$ cat config.mk
export PLATFORM = sky130hd
export DESIGN_NAME = fpu_addsub_ctrl_flat
export DESIGN_NICKNAME = d
export VERILOG_FILES = /design/src/rtl/fpu_addsub_ctrl_if.sv /design/src/rtl/fpu_addsub_ctrl.sv /design/src/flat_wrapper.sv
export SDC_FILE = /design/constraint.sdc
export NUM_CORES = 1
export LEC_CHECK = 0
export BUFFER_PORTS_ARGS = -buffer_cell sky130_fd_sc_hd__buf_2
export CORE_MARGIN = 2
export CORE_UTILIZATION = 59
export CTS_CLUSTER_DIAMETER = 100
export DETAILED_ROUTE_END_ITERATION = 8
export PLACE_DENSITY = 0.85
export SLEW_MARGIN = 15
export SYNTH_ARGS = -nofsm -noshare
export SYNTH_HDL_FRONTEND = slang
export SYNTH_SLANG_ARGS = --single-unit
$ cat constraint.sdc
create_clock -name clk -period 6.9 [get_ports clk]
set_input_delay 0.345 -clock clk [delete_from_list [all_inputs] [get_ports clk]]
set_output_delay 0.345 -clock clk [all_outputs]
set_load 0.01 [all_outputs]
$ cat src/rtl/fpu_addsub_ctrl_if.sv
// Upstream operation and downstream result handshakes of the fadd controller.
interface fpu_addsub_ctrl_if #(
  parameter int unsigned TAGW = 5
) ();

  // Upstream: operation offer
  logic            in_valid;
  logic            in_ready;
  logic            in_op;
  logic [31:0]     in_x1;
  logic [31:0]     in_x2;
  logic [TAGW-1:0] in_tag;

  // Downstream: result delivery
  logic            out_valid;
  logic            out_ready;
  logic [31:0]     out_y;
  logic            out_ovf;
  logic [TAGW-1:0] out_tag;

  // Producer of operations / consumer of results
  modport master (
    output in_valid, in_op, in_x1, in_x2, in_tag, out_ready,
    input  in_ready, out_valid, out_y, out_ovf, out_tag
  );

  // The controller itself
  modport slave (
    input  in_valid, in_op, in_x1, in_x2, in_tag, out_ready,
    output in_ready, out_valid, out_y, out_ovf, out_tag
  );

endinterface

$ cat src/rtl/fpu_addsub_ctrl.sv
// Credit-based wrapper around a fixed-latency fadd: issues add/sub operands,
// tracks results through a LAT-deep valid/tag pipe and queues them in a
// DEPTH-entry FIFO so results leave in accept order without loss.
module fpu_addsub_ctrl #(
  parameter int unsigned LAT   = 4,
  parameter int unsigned DEPTH = 4,
  parameter int unsigned TAGW  = 5
) (
  input  logic               clk,
  input  logic               rstn,
  fpu_addsub_ctrl_if.slave   s_if,
  output logic [31:0]        fa_x1,
  output logic [31:0]        fa_x2,
  input  logic [31:0]        fa_y,
  input  logic               fa_ovf,
  input  logic               clr,
  output logic               ovf_sticky,
  output logic               busy
);

  localparam int unsigned CW = $clog2(DEPTH + 1);
  localparam int unsigned PW = (DEPTH > 1) ? $clog2(DEPTH) : 1;

  typedef struct packed {
    logic [31:0]     y;
    logic            ovf;
    logic [TAGW-1:0] tag;
  } entry_t;

  // Handshake qualifiers
  logic accept_c;
  logic pop_c;
  logic wr_c;

  // Issue pipe tracking operations inside the fadd
  logic [LAT-1:0]  vld_q, vld_d;
  logic [TAGW-1:0] tag_q [LAT];
  logic [TAGW-1:0] tag_d [LAT];

  // Result FIFO
  entry_t          mem_q [DEPTH];
  entry_t          mem_d [DEPTH];
  logic [PW-1:0]   wr_ptr_q, wr_ptr_d;
  logic [PW-1:0]   rd_ptr_q, rd_ptr_d;
  logic [CW-1:0]   fcnt_q, fcnt_d;

  // Registered head of the FIFO as seen downstream
  logic            out_vld_q, out_vld_d;
  entry_t          head_q, head_d;

  // Credits and status
  logic [CW-1:0]   cnt_q, cnt_d;
  logic            rdy_q, rdy_d;
  logic            busy_q, busy_d;
  logic            sticky_q, sticky_d;

  // Pointer advance with wrap at DEPTH (DEPTH need not be a power of two)
  function automatic logic [PW-1:0] ptr_inc(input logic [PW-1:0] p);
    return (p == PW'(DEPTH - 1)) ? '0 : p + PW'(1);
  endfunction

  // in_ready depends only on credit state and reset, never on in_valid/out_ready
  assign s_if.in_ready = rdy_q & rstn;

  // Handshake decode
  always_comb begin
    accept_c = s_if.in_valid & s_if.in_ready;
    pop_c    = out_vld_q & s_if.out_ready;
    wr_c     = vld_q[LAT-1];
  end

  // Operand steering to the fadd: sub flips the sign of x2, idle drives zeros
  always_comb begin
    fa_x1 = '0;
    fa_x2 = '0;
    if (accept_c) begin
      fa_x1 = s_if.in_x1;
      fa_x2 = s_if.in_op ? {~s_if.in_x2[31], s_if.in_x2[30:0]} : s_if.in_x2;
    end
  end

  // Valid and tag shift pipes aligned with the fadd latency
  always_comb begin
    vld_d    = '0;
    vld_d[0] = accept_c;
    for (int unsigned i = 0; i < LAT; i++) begin
      tag_d[i] = tag_q[i];
    end
    tag_d[0] = s_if.in_tag;
    for (int unsigned i = 1; i < LAT; i++) begin
      vld_d[i] = vld_q[i-1];
      tag_d[i] = tag_q[i-1];
    end
  end

  // FIFO write/pop and next head; the head is taken from next-state storage
  // so a write into an empty FIFO shows up one cycle later (no bypass)
  always_comb begin
    mem_d    = mem_q;
    wr_ptr_d = wr_ptr_q;
    rd_ptr_d = rd_ptr_q;
    fcnt_d   = fcnt_q;
    if (wr_c) begin
      mem_d[wr_ptr_q] = '{y: fa_y, ovf: fa_ovf, tag: tag_q[LAT-1]};
      wr_ptr_d        = ptr_inc(wr_ptr_q);
    end
    if (pop_c) begin
      rd_ptr_d = ptr_inc(rd_ptr_q);
    end
    case ({wr_c, pop_c})
      2'b10:   fcnt_d = fcnt_q + CW'(1);
      2'b01:   fcnt_d = fcnt_q - CW'(1);
      default: fcnt_d = fcnt_q;
    endcase
    out_vld_d = (fcnt_d != '0);
    head_d    = out_vld_d ? mem_d[rd_ptr_d] : '0;
  end

  // Credits cover in-flight plus queued results, which bounds FIFO occupancy
  always_comb begin
    case ({accept_c, pop_c})
      2'b10:   cnt_d = cnt_q + CW'(1);
      2'b01:   cnt_d = cnt_q - CW'(1);
      default: cnt_d = cnt_q;
    endcase
    rdy_d    = (cnt_d < CW'(DEPTH));
    busy_d   = (cnt_d != '0);
    // A new overflow write wins over a coincident clear
    sticky_d = (wr_c & fa_ovf) | (sticky_q & ~clr);
  end

  // Control state with synchronous reset; discards all in-flight/queued ops
  always_ff @(posedge clk) begin
    if (!rstn) begin
      vld_q     <= '0;
      wr_ptr_q  <= '0;
      rd_ptr_q  <= '0;
      fcnt_q    <= '0;
      out_vld_q <= 1'b0;
      head_q    <= '0;
      cnt_q     <= '0;
      rdy_q     <= 1'b1;
      busy_q    <= 1'b0;
      sticky_q  <= 1'b0;
    end else begin
      vld_q     <= vld_d;
      wr_ptr_q  <= wr_ptr_d;
      rd_ptr_q  <= rd_ptr_d;
      fcnt_q    <= fcnt_d;
      out_vld_q <= out_vld_d;
      head_q    <= head_d;
      cnt_q     <= cnt_d;
      rdy_q     <= rdy_d;
      busy_q    <= busy_d;
      sticky_q  <= sticky_d;
    end
  end

  // Data storage without reset; validity is carried by the control state
  always_ff @(posedge clk) begin
    for (int unsigned i = 0; i < LAT; i++) begin
      tag_q[i] <= tag_d[i];
    end
    for (int unsigned i = 0; i < DEPTH; i++) begin
      mem_q[i] <= mem_d[i];
    end
  end

  assign s_if.out_valid = out_vld_q;
  assign s_if.out_y     = head_q.y;
  assign s_if.out_ovf   = head_q.ovf;
  assign s_if.out_tag   = head_q.tag;
  assign ovf_sticky     = sticky_q;
  assign busy           = busy_q;

endmodule
$ cat src/flat_wrapper.sv
// flat-port wrapper written by rule: the top's interface ports become plain ports
module fpu_addsub_ctrl_flat 
#(
  parameter int unsigned LAT   = 4,
  parameter int unsigned DEPTH = 4,
  parameter int unsigned TAGW  = 5
)
  (clk, rstn, fa_x1, fa_x2, fa_y, fa_ovf, clr, ovf_sticky, busy, s_if_in_valid, s_if_in_op, s_if_in_x1, s_if_in_x2, s_if_in_tag, s_if_out_ready, s_if_in_ready, s_if_out_valid, s_if_out_y, s_if_out_ovf, s_if_out_tag);
  fpu_addsub_ctrl_if #(.TAGW(TAGW)) s_if_i ();
  input  logic clk;
  input  logic rstn;
  output logic [31:0] fa_x1;
  output logic [31:0] fa_x2;
  input  logic [31:0] fa_y;
  input  logic fa_ovf;
  input  logic clr;
  output logic ovf_sticky;
  output logic busy;
  input wire logic [$bits(s_if_i.in_valid)-1:0] s_if_in_valid;
  input wire logic [$bits(s_if_i.in_op)-1:0] s_if_in_op;
  input wire logic [$bits(s_if_i.in_x1)-1:0] s_if_in_x1;
  input wire logic [$bits(s_if_i.in_x2)-1:0] s_if_in_x2;
  input wire logic [$bits(s_if_i.in_tag)-1:0] s_if_in_tag;
  input wire logic [$bits(s_if_i.out_ready)-1:0] s_if_out_ready;
  output wire logic [$bits(s_if_i.in_ready)-1:0] s_if_in_ready;
  output wire logic [$bits(s_if_i.out_valid)-1:0] s_if_out_valid;
  output wire logic [$bits(s_if_i.out_y)-1:0] s_if_out_y;
  output wire logic [$bits(s_if_i.out_ovf)-1:0] s_if_out_ovf;
  output wire logic [$bits(s_if_i.out_tag)-1:0] s_if_out_tag;
  assign s_if_i.in_valid = s_if_in_valid;
  assign s_if_i.in_op = s_if_in_op;
  assign s_if_i.in_x1 = s_if_in_x1;
  assign s_if_i.in_x2 = s_if_in_x2;
  assign s_if_i.in_tag = s_if_in_tag;
  assign s_if_i.out_ready = s_if_out_ready;
  assign s_if_in_ready = s_if_i.in_ready;
  assign s_if_out_valid = s_if_i.out_valid;
  assign s_if_out_y = s_if_i.out_y;
  assign s_if_out_ovf = s_if_i.out_ovf;
  assign s_if_out_tag = s_if_i.out_tag;
  fpu_addsub_ctrl #(.LAT(LAT), .DEPTH(DEPTH), .TAGW(TAGW)) u_core (.clk(clk), .rstn(rstn), .s_if(s_if_i), .fa_x1(fa_x1), .fa_x2(fa_x2), .fa_y(fa_y), .fa_ovf(fa_ovf), .clr(clr), .ovf_sticky(ovf_sticky), .busy(busy));
endmodule
**Word level (Yosys, flattened, before mapping)**

Memory sizes are Yosys's and may differ from the RTL's.
Index checks and enable logic that the tools add are counted.
W data, S select, Z words.

- Bits in registers: 208
- Bits in writable memories: 20
- Output and inout port bits: 106
- Memories kept: 1

Memory list:

| memory | words | bits a word | read ports | clocked after Yosys merged registers in | wr ports | RTL line | source |
|---|---|---|---|---|---|---|---|
| u_core.tag_q | 4 | 5 | 4 | 0 | 4 | fpu_addsub_ctrl.sv:37 | `logic [TAGW-1:0] tag_q [LAT];` |

- Add/subtract/negate cells: 6
- Order comparisons: 4
- Eq/ne operators: 6
- Muxes and demuxes: 15
- Bitwise operators: 10
- Reduce and logical (&&, ||, !) cells: 4

Operators by type and width:

| kind | number |
|---|---|
| $bwmux W152 | 1 |
| $mux W152 | 1 |
| $mux W38 | 3 |
| $mux W32 | 3 |
| $bmux W38 S2 | 1 |
| $demux W38 S2 | 1 |
| $pmux W3 S2 | 2 |
| $eq A2 B2 Y1 const B | 4 |
| $add A3 B1 Y3 const B | 2 |
| $ge A3 B3 Y1 const B | 2 |
| $mux W2 | 3 |
| $not A2 Y3 | 2 |
| $reduce_bool A3 Y1 | 2 |
| $sub A3 B1 Y3 const B | 2 |
| $and A1 B1 Y1 | 5 |
| $add A2 B1 Y2 const B | 2 |
| $eq A2 B1 Y1 const B | 2 |
| $lt A3 B1 Y1 const B | 1 |
| $lt A3 B3 Y1 const B | 1 |
| $not A1 Y1 | 2 |
| $reduce_and A2 Y1 | 1 |
| $logic_and A1 B1 Y1 | 1 |
| $or A1 B1 Y1 | 1 |

**Depth between registers and ports, before layout**

- Depth in word-level cells: 10
- Gate-level depth with buffers: 11
- Gate-level depth less buffers: 10

**Worst setup path before layout**

Ideal clock, no wire load.

- Path type: register to register
- Start: register u_core.vld_q[3]
- End: register u_core.head_q (netlist bit u_core.s_if.out_y[16])
- Library setup time: 0.115 ns
- Arrival: 2.271 ns
- Required time: 6.785 ns
- Slack: 4.514 ns
- Cell stages (with the launch flop): 12
- Path buffers: 3
- Clock period less this slack: 2.386 ns
- Path through: dfxtp_1 -> buf_2 -> inv_1 -> ha_1 -> fa_1 -> xnor2_1 -> nor2_1 -> xor2_1 -> a211o_1 -> buf_2 -> buf_1 -> o21a_1

- Longest elaborated chain between the ends: 4
- Elaborated cells on any way between the ends: 9
- Those cells by class: 2 x eq/ne; 5 x mux; 2 x reduce/logical

Ends and longest elaborated chain:

| element | RTL line | source |
|---|---|---|
| start, declared | fpu_addsub_ctrl.sv:36 | `logic [LAT-1:0] vld_q, vld_d;` |
| start signal, assigned | fpu_addsub_ctrl.sv:146 | `vld_q <= vld_d;` |
| $eq A2 B1 Y1 (tied with other cells) | fpu_addsub_ctrl.sv:110 | `case ({wr_c, pop_c})` |
| $pmux W3 S2 / $bmux W38 S2 (equally long branches) | fpu_addsub_ctrl.sv:110, fpu_addsub_ctrl.sv:116 |  |
| $reduce_bool A3 Y1 / $mux W38 (equally long branches) | fpu_addsub_ctrl.sv:115, fpu_addsub_ctrl.sv:116 |  |
| $reduce_and A2 Y1 (no source line) / $mux W38 (equally long branches) | -- |  |
| end signal, assigned | fpu_addsub_ctrl.sv:140 | `head_q <= '0;` |
| end signal, assigned | fpu_addsub_ctrl.sv:151 | `head_q <= head_d;` |
| end, declared | fpu_addsub_ctrl.sv:49 | `entry_t head_q, head_d;` |

Parallel ways exist; a longest one is shown, timed or not. The select of a mux whose other input is x is not followed.
A chain may end at the register's enable or synchronous reset.

**Worst setup path after layout**

- Start: register u_core.rd_ptr_q[0]
- End: register u_core.head_q (netlist bit u_core.s_if.out_y[20])

- Longest elaborated chain between the ends: 7
- Elaborated cells on any way between the ends: 8
- Those cells by class: 1 x add/sub; 1 x eq/ne; 5 x mux; 1 x bitwise

Ends and longest elaborated chain:

| element | RTL line | source |
|---|---|---|
| start, declared | fpu_addsub_ctrl.sv:44 | `logic [PW-1:0] rd_ptr_q, rd_ptr_d;` |
| start signal, assigned | fpu_addsub_ctrl.sv:148 | `rd_ptr_q <= rd_ptr_d;` |
| $add A2 B1 Y2 / $eq A2 B2 Y1 (equally long branches) | fpu_addsub_ctrl.sv:59 | `return (p == PW'(DEPTH - 1)) ? '0 : p + PW'(1);` |
| $mux W2 | fpu_addsub_ctrl.sv:59 |  |
| $mux W2 (*) | fpu_addsub_ctrl.sv:107 | `if (pop_c) begin` |
| $not A2 Y3 (implied by the code) (*) | fpu_addsub_ctrl.sv:116 | `head_d = out_vld_d ? mem_d[rd_ptr_d] : '0;` |
| $bmux W38 S2 (*) | fpu_addsub_ctrl.sv:116 |  |
| $mux W38 (implied by the code) (*) (2 in a row) | fpu_addsub_ctrl.sv:116 |  |

Every way passes the cells marked *; elsewhere a longest branch is shown, timed or not. The select of a mux whose other input is x is not followed.

==> impl_results.html <==
<table>
<tr><th>Metric</th><th>Value</th></tr>
<tr><th colspan="2">Outcome</th></tr>
<tr><td>Run status</td><td>completed</td></tr>
<tr><th colspan="2">Pwr</th></tr>
<tr><td>Internal power consumption</td><td>~2.5 mW</td></tr>
<tr><td>Sequential group share of total power</td><td>44.9%</td></tr>
<tr><td>Total power divided by cell area</td><td>approximately 270 nW/µm²</td></tr>
<tr><td>Pleak</td><td>5.753 nW</td></tr>
<tr><td>Combinational fraction of design power</td><td>14.0%</td></tr>
<tr><td>Worst vdd rail ir drop</td><td>0.1799 mV</td></tr>
<tr><td>Part of the power in the clock network</td><td>41.1%</td></tr>
<tr><td>Switching share of power</td><td>24.50%</td></tr>
<tr><td>Power, Total</td><td>around 3.3 mW</td></tr>
<tr><td>Switching component of the power</td><td>around 0.8 mW</td></tr>
<tr><th colspan="2">Setup path</th></tr>
<tr><td>Startpoint types</td><td>register</td></tr>
<tr><td>Delay contributed by the slowest stage of the critical path</td><td>0.85 ns</td></tr>
<tr><td>Max Fanout on Critical Path</td><td>66</td></tr>
<tr><td>Start-to-end type of the worst setup path</td><td>reg -&gt; reg</td></tr>
<tr><td>Capturing element type of the critical path</td><td>register</td></tr>
<tr><td>Worst endpoint required time</td><td>7.35 ns</td></tr>
<tr><td>CP Data Arrival Time</td><td>3.71 ns</td></tr>
<tr><td>Critical Path, Cell by Cell</td><td>ha_1 &gt; and3_4 &gt; nor2_4 &gt; buf_4 &gt; nor3_1 &gt; a2111oi_0 &gt; o21a_1</td></tr>
<tr><td>Startpoint of the worst-slack reg-to-reg timing path</td><td>u_core.rd_ptr_q[0]</td></tr>
<tr><td>Slowest-stage cell, CP</td><td>sky130_fd_sc_hd__nor2_4</td></tr>
<tr><td>Source of the critical timing path</td><td>u_core.rd_ptr_q[0]</td></tr>
<tr><th colspan="2">Job</th></tr>
<tr><td>Max-capacitance violation count</td><td>0</td></tr>
<tr><th colspan="2">Floorplan</th></tr>
<tr><td>Floorplan die area</td><td>around 18000 µm²</td></tr>
<tr><td>Height of the die</td><td>134.5 µm</td></tr>
<tr><td>Initial core utilization</td><td>60.42%</td></tr>
<tr><td>Placeable Area</td><td>between 15000 and 20000 µm²</td></tr>
<tr><td>Number of primary I/O pins</td><td>214</td></tr>
<tr><td>Row count</td><td>47</td></tr>
<tr><td>DIE WIDTH</td><td>134.5 µm</td></tr>
<tr><th colspan="2">Layout</th></tr>
<tr><td>Number of filler cells placed in the layout</td><td>1270</td></tr>
<tr><td>Number of non-filler instances in the completed layout</td><td>1697</td></tr>
<tr><td>Layout cells sized above 1</td><td>about a fifth</td></tr>
<tr><td>Most frequent standard cell in the layout excluding fill and tap cells</td><td>sky130_fd_sc_hd__nand2_1</td></tr>
<tr><td>Area used by multi-input combinational logic</td><td>between 5000 and 6000 µm²</td></tr>
<tr><td>Sequential cell area</td><td>4564 µm²</td></tr>
<tr><td>Nets</td><td>between 1500 and 2000</td></tr>
<tr><td>Synth-to-Final Area Change</td><td>19.08%</td></tr>
<tr><td>Highest-count cells in the layout ignoring fill and taps</td><td>sky130_fd_sc_hd__nand2_1, sky130_fd_sc_hd__dfxtp_1, sky130_fd_sc_hd__buf_2</td></tr>
<tr><th colspan="2">Min path</th></tr>
<tr><td>Hold_sp</td><td>fa_y[26]</td></tr>
<tr><td>Path class of the lowest-slack min-delay path</td><td>in -&gt; reg</td></tr>
<tr><th colspan="2">GRT</th></tr>
<tr><td>Overall track demand over capacity in global routing</td><td>29.79%</td></tr>
<tr><td>Maximum number of pins on one net before global-route repair</td><td>78</td></tr>
<tr><td>Overall overflow remaining after global route</td><td>0</td></tr>
<tr><td>Vias in the first global route</td><td>9106</td></tr>
<tr><td>Wire length of the first global-routing pass</td><td>around 45 mm</td></tr>
<tr><td>Antenna violations before repair</td><td>3</td></tr>
<tr><th colspan="2">Yosys</th></tr>
<tr><td>Synthesized netlist net count</td><td>1423</td></tr>
<tr><td>Number of instances in the synthesized netlist</td><td>approximately 1300</td></tr>
<tr><td>Avg Cell Area, Syn</td><td>7.699 µm²</td></tr>
<tr><td>Post-synth design cell area</td><td>between 10000 and 15000 µm²</td></tr>
<tr><td>Synth cell types</td><td>32</td></tr>
<tr><td>Number of register bits inferred by synthesis</td><td>~230</td></tr>
<tr><td>Register area share after synthesis</td><td>45.40%</td></tr>
<tr><td>Yosys synthesis warning count</td><td>0</td></tr>
<tr><th colspan="2">STA</th></tr>
<tr><td>Max-slew headroom</td><td>26.31%</td></tr>
<tr><td>Final total negative setup slack</td><td>0 ns</td></tr>
<tr><td>Fmax</td><td>0.3069 GHz</td></tr>
<tr><td>Min Clock Period, post-route</td><td>3.258 ns</td></tr>
<tr><td>RSZ-0062 raised after global routing</td><td>no</td></tr>
<tr><td>Number of hold-slack violations in the final timing report</td><td>0</td></tr>
<tr><td>Max-slew violation count</td><td>0</td></tr>
<tr><td>Total setup violations reported at the end of the flow</td><td>0</td></tr>
<tr><td>Period utilization</td><td>47.22%</td></tr>
<tr><td>Transition time at the pin with the least slew margin</td><td>approximately 1.1 ns</td></tr>
<tr><td>Clock skew</td><td>~0.012 ns</td></tr>
<tr><th colspan="2">Placement</th></tr>
<tr><td>Detail Placement HPWL</td><td>~16 mm</td></tr>
<tr><td>IO buf count</td><td>213</td></tr>
<tr><td>Routability congestion estimate from global placement</td><td>0.9525</td></tr>
<tr><td>Post-Place Cells</td><td>around 1600</td></tr>
<tr><th colspan="2">Routing</th></tr>
<tr><td>Post-route ant nets</td><td>0</td></tr>
<tr><td>Routed WL per cell</td><td>16.23 µm</td></tr>
<tr><td>DRC violation total after the first TritonRoute iteration</td><td>854</td></tr>
<tr><td>Via count</td><td>9555</td></tr>
<tr><td>Vias/cell</td><td>5.631</td></tr>
<tr><td>Detailed-route DRC error count</td><td>0</td></tr>
<tr><td>Routed Wire Length</td><td>27.55 mm</td></tr>
<tr><td>Number of search-and-repair iterations in the first detailed-routing pass</td><td>5</td></tr>
<tr><th colspan="2">CTS</th></tr>
<tr><td>TritonCTS clock tree</td><td>done</td></tr>
<tr><td>Total clock buffers created by CTS</td><td>23</td></tr>
<tr><td>CTS Root Cell</td><td>sky130_fd_sc_hd__clkbuf_16</td></tr>
<tr><td>Number of buffers between clock root and the deepest sink</td><td>3</td></tr>
<tr><td>Post-CTS clock slew at the launch and capture registers of the worst setup and hold paths</td><td>0.06 ns</td></tr>
<tr><td>Worst-skew pair later-pin latency</td><td>0.51 ns</td></tr>
<tr><td>Deepest level of the CTS H-tree</td><td>1</td></tr>
<tr><td>CTS sink count</td><td>228</td></tr>
</table>
-- flip-flops by register name (all words and copies together) (netlist names) --
name,flops
u_core.rd_ptr_q,2
u_core.s_if.out_y,32
u_core.s_if.out_tag,5
u_core.fcnt_q,3
u_core.rdy_q,1
u_core.s_if.out_ovf,1
u_core.mem_q,152
u_core.cnt_q,3
u_core.vld_q,4
u_core.wr_ptr_q,2
u_core.s_if.out_valid,1
u_core.ovf_sticky,1
u_core.busy,1
u_core.tag_q,20
-- path summary, 6_finish.rpt --
kind | to | slack, ns | depth (start not counted)
max | u_core.s_if.out_y[20] | 3.64 | 7
min | u_core.mem_q[108] | 0.1 | 3
max reg2reg | u_core.s_if.out_y[20] | 3.64 | 7
min reg2reg | u_core.tag_q[3][3] | 0.32 | 0
-- logic make-up after synthesis --
family / Yosys count / synth area share [%]
buf+inv: 115 / 4.965
xor+xnor: 7 / 0.6098
flops: 228 / 45.40
fa+ha+maj: 9 / 1.269
simple gates: 747 / 31.31
compound gates: 158 / 11.71
mux: 42 / 4.741
-- power groups by stage --
stage | clock (mW) | combinational (mW) | sequential [mW]
6_report | 1.35 | 0.461 | 1.47
5_1_grt | 1.41 | 0.512 | 1.48
4_1_cts | 1.36 | 0.458 | 1.47
3_5_place_dp | 0 | 0.451 | 1.50
3_3_place_gp | 0 | 0.437 | 1.50
2_1_floorplan | 0 | 0.305 | 1.50
-- stage by stage --
stage	hold slack, ns	utilization [%]	instance area [µm²]	setup WS, ns
final	0.09717	71.94	11970	3.642
after global routing	0.1075	71.93	11970	3.376
after CTS	0.09693	71.73	11940	3.694
after global placement	0.3099	66.54	11070	3.897
after floorplan	0.3096	-	10050	4.514
after detailed placement	0.3121	66.54	11070	3.718
-- per-layer routing --
layer | vias to the layer above | wire [µm] | track usage (%)
met4 | 0 | 683 | 9.064
met3 | 52 | 1913 | 4.242
met2 | 426 | 13970 | 54.22
met1 | 4427 | 10980 | 36.49
met5 | - | 0 | 0
li1 | 4650 | - | -
-- repair_timing --
item | 4_1_cts | 5_1_grt
resized for setup | 0 | 0
setup endpoints to repair | 0 | 0
buffers inserted | 0 | 0
hold buffers | 5 | 0
hold endpoints to repair | 5 | 0
-- cells in the mapped netlist --
cell type                   instances  area (µm²)
sky130_fd_sc_hd__and2_1            72       450.4
sky130_fd_sc_hd__a21boi_1           1       7.510
sky130_fd_sc_hd__buf_6              2       22.52
sky130_fd_sc_hd__or3_1              1       6.260
sky130_fd_sc_hd__nand2_1          502        1884
sky130_fd_sc_hd__o21ai_0            1       5.000
sky130_fd_sc_hd__mux2i_1            3       30.03
sky130_fd_sc_hd__buf_4              3       22.52
sky130_fd_sc_hd__xnor2_1            2       17.52
sky130_fd_sc_hd__and3_1             1       6.260
sky130_fd_sc_hd__buf_2             33       165.2
sky130_fd_sc_hd__xor2_1             5       43.79
sky130_fd_sc_hd__fa_1               2       40.04
sky130_fd_sc_hd__clkbuf_1          59       221.5
sky130_fd_sc_hd__a2111oi_0         38       332.8
sky130_fd_sc_hd__ha_1               7       87.58
sky130_fd_sc_hd__o32ai_1           38       332.8
sky130_fd_sc_hd__buf_1              8       30.03
sky130_fd_sc_hd__dfxtp_1          228        4564
sky130_fd_sc_hd__mux2_4             2       30.03
sky130_fd_sc_hd__nor3_1           115       575.6
sky130_fd_sc_hd__and3_4             1       11.26
sky130_fd_sc_hd__nand2b_1           1       6.260
sky130_fd_sc_hd__nor2_1            52       195.2
sky130_fd_sc_hd__or2_1              1       6.260
sky130_fd_sc_hd__inv_1              9       33.78
sky130_fd_sc_hd__o21a_1            38       285.3
sky130_fd_sc_hd__a21oi_1           41       205.2
sky130_fd_sc_hd__a211o_1            1       8.760
sky130_fd_sc_hd__mux2_2            37       416.7
sky130_fd_sc_hd__nor2_2             1       6.260
sky130_fd_sc_hd__clkinv_1           1       3.750
-- worst max-delay path, delay by kind of cell, from the launching register on --
kind	cells	cell delay (ns)
simple gates	3	1.11
buf+inv	1	0.70
compound gates	2	0.67
flops	1	0.41
fa+ha+maj	1	0.26
-- final cells by class --
class / count / share of cell area, %
Inverter: 10 / 0.3135
Multi-Input combinational cell: 963 / 41.97
Clock inverter: 8 / 1.379
Sequential cell: 228 / 38.12
Tap cell: 220 / 2.299
Clock buffer: 32 / 5.424
Antenna cell: 3 / 0.06270
Timing Repair Buffer: 233 / 10.43
Power figures use the tool's default switching activity.
